<file path="src/rtl/wall_ctrl_multi.sv">
// Multi-wall controller: one shared DEL/UPDATE/DRAW sequencer services NUM_WALLS walls in index order per tick.
// Optional WALL_AUTORESPAWN_EN: stopped walls return to READY after RESPAWN_PASSES untouched passes.
module wall_ctrl_multi #(
   parameter int NUM_WALLS      = 4,
   parameter int IDX_W          = 2,
   parameter int RESPAWN_PASSES = 8
) (
   input  logic                   clk,
   input  logic                   resetn,
   input  logic                   tick,
   input  logic [NUM_WALLS-1:0]   go,
   input  logic [NUM_WALLS-1:0]   touched,
   output logic [IDX_W-1:0]       wall_sel,
   output logic                   del_en,
   output logic                   update_en,
   output logic                   draw_en,
   output logic [4*NUM_WALLS-1:0] wall_state,
   output logic                   pass_busy,
   output logic                   pass_done,
   output logic                   tick_miss
);

   localparam logic [3:0] ST_READY  = 4'b0101;
   localparam logic [3:0] ST_MOVE   = 4'b0110;
   localparam logic [3:0] ST_STOP   = 4'b0111;
   localparam logic [3:0] ST_DRAW   = 4'b1000;
   localparam logic [3:0] ST_DEL    = 4'b1001;
   localparam logic [3:0] ST_UPDATE = 4'b1010;
   localparam logic [IDX_W-1:0] LAST_IDX = IDX_W'(NUM_WALLS - 1);

   typedef enum logic [2:0] {SEQ_IDLE, SEQ_SCAN, SEQ_DEL, SEQ_UPDATE, SEQ_DRAW} seq_t;

   seq_t             seq;
   logic [3:0]       lane [NUM_WALLS];
   logic [3:0]       after_st;
   logic [3:0]       cur;
   logic [IDX_W-1:0] nxt;
   logic             last;
   logic             adv;
`ifdef WALL_AUTORESPAWN_EN
   logic [7:0]       stop_cnt [NUM_WALLS];
`endif

   function automatic logic serviced(input logic [3:0] c);
      return (c == ST_READY) || (c == ST_MOVE);
   endfunction

   assign cur  = lane[wall_sel];
   assign nxt  = wall_sel + IDX_W'(1);
   assign last = (wall_sel == LAST_IDX);
   // A pass moves to the next wall after DRAW, or straight out of SCAN when the wall is not drawn.
   assign adv  = (seq == SEQ_DRAW) || ((seq == SEQ_SCAN) && !serviced(cur));

   for (genvar i = 0; i < NUM_WALLS; i++) begin : g_pack
      assign wall_state[4*i +: 4] = lane[i];
   end

   always_ff @(posedge clk or negedge resetn) begin
      if (!resetn) begin
         seq       <= SEQ_IDLE;
         wall_sel  <= '0;
         del_en    <= 1'b0;
         update_en <= 1'b0;
         draw_en   <= 1'b0;
         pass_busy <= 1'b0;
         pass_done <= 1'b0;
         tick_miss <= 1'b0;
         after_st  <= ST_READY;
         for (int i = 0; i < NUM_WALLS; i++) begin
            lane[i] <= ST_READY;
`ifdef WALL_AUTORESPAWN_EN
            stop_cnt[i] <= 8'd0;
`endif
         end
      end else begin
         del_en    <= 1'b0;
         update_en <= 1'b0;
         draw_en   <= 1'b0;
         pass_done <= 1'b0;
         tick_miss <= tick && (seq != SEQ_IDLE);
         case (seq)
            SEQ_IDLE: begin
               if (tick) begin
                  seq       <= SEQ_SCAN;
                  wall_sel  <= '0;
                  pass_busy <= 1'b1;
                  pass_done <= (NUM_WALLS == 1) && !serviced(lane[0]);
               end
            end
            SEQ_SCAN: begin
               case (cur)
                  ST_READY: begin
                     after_st       <= go[wall_sel] ? ST_MOVE : ST_READY;
                     lane[wall_sel] <= ST_DEL;
                     del_en         <= 1'b1;
                     seq            <= SEQ_DEL;
                  end
                  ST_MOVE: begin
                     after_st       <= touched[wall_sel] ? ST_STOP : ST_MOVE;
                     lane[wall_sel] <= ST_DEL;
                     del_en         <= 1'b1;
                     seq            <= SEQ_DEL;
                  end
                  ST_STOP: begin
                     if (touched[wall_sel]) begin
                        lane[wall_sel] <= ST_READY;
`ifdef WALL_AUTORESPAWN_EN
                        stop_cnt[wall_sel] <= 8'd0;
                     end else if (stop_cnt[wall_sel] + 8'd1 == 8'(RESPAWN_PASSES)) begin
                        lane[wall_sel]     <= ST_READY;
                        stop_cnt[wall_sel] <= 8'd0;
                     end else begin
                        stop_cnt[wall_sel] <= stop_cnt[wall_sel] + 8'd1;
`endif
                     end
                  end
                  default: lane[wall_sel] <= ST_READY;
               endcase
            end
            SEQ_DEL: begin
               lane[wall_sel] <= ST_UPDATE;
               update_en      <= 1'b1;
               seq            <= SEQ_UPDATE;
            end
            SEQ_UPDATE: begin
               lane[wall_sel] <= ST_DRAW;
               draw_en        <= 1'b1;
               pass_done      <= last;
               seq            <= SEQ_DRAW;
            end
            SEQ_DRAW: begin
               lane[wall_sel] <= after_st;
`ifdef WALL_AUTORESPAWN_EN
               if (after_st == ST_STOP) stop_cnt[wall_sel] <= 8'd0;
`endif
            end
            default: seq <= SEQ_IDLE;
         endcase
         // pass_done is predicted one cycle early so it lands on the final SCAN or DRAW cycle.
         if (adv) begin
            if (last) begin
               seq       <= SEQ_IDLE;
               wall_sel  <= '0;
               pass_busy <= 1'b0;
            end else begin
               seq       <= SEQ_SCAN;
               wall_sel  <= nxt;
               pass_done <= (nxt == LAST_IDX) && !serviced(lane[nxt]);
            end
         end
      end
   end

endmodule

</file>
<file path="config.mk">
export PLATFORM = sky130hd
export DESIGN_NAME = wall_ctrl_multi
export DESIGN_NICKNAME = d
export VERILOG_FILES = /design/src/rtl/wall_ctrl_multi.sv
export SDC_FILE = /design/constraint.sdc
export NUM_CORES = 1
export LEC_CHECK = 0
export BUFFER_PORTS_ARGS = -buffer_cell sky130_fd_sc_hd__buf_2
export CORE_UTILIZATION = 30
export CTS_BUF_LIST = sky130_fd_sc_hd__clkbuf_4
export DETAILED_ROUTE_END_ITERATION = 7
export HOLD_SLACK_MARGIN = 0.03
export SYNTH_ARGS = -nofsm -noshare
export SYNTH_HDL_FRONTEND = slang
export SYNTH_SLANG_ARGS = --single-unit
</file>
<file path="constraint.sdc">
create_clock -name clk -period 2.7 [get_ports clk]
set_input_delay 0.54 -clock clk [delete_from_list [all_inputs] [get_ports clk]]
set_output_delay 0.54 -clock clk [all_outputs]
set_load 0.01 [all_outputs]
</file>
==> flow_summary.yaml <==
grt:
  global_route.overflow_total: 0
  met3_usage_pct: 3.49
  initial_antenna_violation_count: 0
  grt_pass1_wl_um: 6310
  met1_usage_pct: 18.6
  globalRouteTotalUtil_pct: 13.4
  grt_start_max_net_pins: 30
  first_global_vias: 1275
  gr-max-usage-layer: "met2"
  global_route.usage.met2_pct: 19.6
power:
  ir_drop_mv: 0.490
  pwr_density_cell_nw_per_um2: 1380
  share_of_total_power_in_combinational_logic_pct: 59.4
  power.leakage_nw: 0.921
  intPower_mw: 1.64
  pwr-share-clk_pct: 9.8
  p_switching_mw: 1.19
  total_power_mw: 2.82
  p_seq_share_pct: 30.8
  switching_share_pct: 42.0
die:
  die_area_um2: 6110
  dieWidth_um: 78.2
  std_cell_rows: 27
  floorplan.initialDensity_pct: 31.4
  io-pin-count: 35
  chipHeight_um: 78.2
  fp.coreArea_um2: 5540
detailed_routing:
  drc_errors: 0
  first_iter_violations: 64
  drt_antenna_net_count: 0
  detail_route.wirelength_um: 3730
  vias_post_dr: 1258
  routed_via_density: 4.91
  drt_first_pass_iters: 4
  wl_per_cell_um: 14.6
cells_and_area:
  antenna-diode-count: 0
  drive_gt1_share_pct: 47.8
  utilization_pct: 36.9
  fin_area_um2: 2050
  final_net_count: 198
  fill_cells: 581
  areaGrowthSynthToFinish_pct: 17.5
sta:
  drv_slew: 0
  worstMarginPinSlew_ns: 0.628
  finalSetupViolations: 0
  grt_setup_unrepaired: "no"
  finalSetupTns_ns: 0
  post-route-min-period_ns: 2.31
  worst_clock_skew_ns: 0.0107
  timing.final.crit_share_pct: 85.6
  relative_slew_slack_pct: 58.1
  hold_violations: 0
  max_freq_mhz: 433
clocking:
  post_cts_resized: 0
  tritoncts: "built"
  clock_tree.htree_level_count: 2
  clk-insertion-delay-late_ns: 0.33
  cts_sinks: 29
  cts-root-to-sink-buffers: 2
  post-cts-setup-buffer-count: 0
  clock_root_buffer: "clkbuf_4"
  path_clk_slew_ns: 0.09
  holdBufCountCts: 0
  cts_made_buffers: 5
setup_path:
  required_ns: 2.89
  crit_path_frequent_cell: "o221ai_1"
  slowest_stage_delay_cp_ns: 0.59
  critical_path_arrival_ns: 2.50
  critPathCaptureType: "register"
  critPathSlowestCell: "dfrtp_1"
  cp_max_fo: 9
  crit_path_cell_trace: "inv_1, ha_1, or3b_2, o221ai_1, a21oi_1, nand2_1, o221ai_1"
  path_class: "reg -> reg"
  worst-r2r-setup-slack_ns: 0.39
  crit_path_start_kind: "register"
  worst-r2r-cell-count: 7
logic_synthesis:
  synth_seq_area_share_pct: 42.3
  post_synth_most_frequent_cells: "20 x dfrtp_1, 16 x mux2_4, 13 x nor2_1"
  syn_avg_cell_area_um2: 12.0
  synth_seq_cells: 29
  main_area_contributors_after_synthesis: "dfrtp_1 29%, mux2_4 14%, dfstp_2 14%, mux4_2 5.2%, ha_1 2.9%"
  count_leader_synth: "dfrtp_1"
  synth_largest_type_area_fraction_pct: 28.8
  synth_nets: 160
  synthArstFlopShare_pct: 100
  synthFlopType: "dfrtp_1"
  synth_cell_type_count: 39
  synth.largest_area_cell: "dfrtp_1"
  synth_edf_count: 0
  synth_warnings: 0
  netlist_instances: 145
  syn-cell-area_um2: 1740
flow_run:
  cap_violations: 0
worst_hold_path:
  kind_of_path_behind_the_tightest_hold_check: "in -> async"
placed_design:
  placement.io_buffers: 34
  placedInstanceArea_um2: 1990
  gp_congestion: 0.791
  hpwl_um: 2830
status:
  run_status: "finished clean"
layout make-up:
class | instances | area, um^2 | share of cell area [%]
timing repair buffer | 36 | 185 | 9.05
inverter | 8 | 30.0 | 1.47
multi-input combinational | 103 | 943 | 46.1
tap | 72 | 90.1 | 4.40
clock buffer | 8 | 60.1 | 2.94
sequential | 29 | 737 | 36.0
per-stage QoR:
stage               hold slack [ns]  worst slack, ns  std cells
finish                        0.219            0.390        256
floorplan                     0.244            0.554        145
detailed placement            0.519            0.393        248
global placement              0.512            0.378        248
global route                  0.271            0.223        256
CTS                           0.243            0.373        256
layout by cell type, fill, tap and decap left out, drive strengths merged, types with 4 or more instances in the layout:
cell,synthesis,routed
and2,5,5
nor2,13,13
buf,4,36
a31oi,4,4
clkbuf,1,8
ha,4,4
nand2,10,10
xnor2,5,5
dfstp,9,9
mux2,17,17
nor2b,5,5
inv,7,7
dfrtp,20,20
mux4,5,5
a21oi,8,8
critical path, delay by kind of cell (launching register included):
family | cells | cell delay, ns
flops | 1 | 0.59
compound gates | 3 | 0.41
simple gates | 2 | 0.55
buf+inv | 1 | 0.21
fa+ha+maj | 1 | 0.42
cells by family (layout without fill, tap and decap cells):
family	Yosys count	count (layout)	synth area share, %
XOR/XNOR	6	6	3.45
AO/OA/AOI/OAI	26	26	12.4
multiplexers	22	22	21.1
adder cells (fa/ha/maj)	4	4	2.88
buffers and inverters	13	52	3.45
AND/OR/NAND/NOR	45	45	14.3
flip-flops	29	29	42.3
path summary, 6_finish.rpt:
path	startpoint	end
worst min register to register	after_st[1]$_DFFE_PN0P_	after_st[1]$_DFFE_PN0P_
worst max register to register	wall_sel[0]$_DFFE_PN0P_	pass_done$_DFF_PN0_
max in group asynchronous	resetn	draw_en$_DFF_PN0_
worst min-delay path	resetn	async pin
worst max-delay path	wall_sel[0]$_DFFE_PN0P_	pass_done$_DFF_PN0_
min in group clk	tick	tick_miss$_DFF_PN0_
power by group through the flow:
stage	combinational (mW)	sequential (mW)	clock (mW)
floorplan	1.29	0.858	0
global placement	1.67	0.881	0
detailed placement	1.68	0.882	0
CTS	1.69	0.875	0.282
global route	1.84	0.908	0.303
finish	1.68	0.871	0.276
routing by layer:
metal  wire length, um  up-vias
met1              1750      601
met3               244        6
met4                59        0
met2              1670       45
li1                  -      606
met5                 0        -
(Power assumes the default switching activity.)
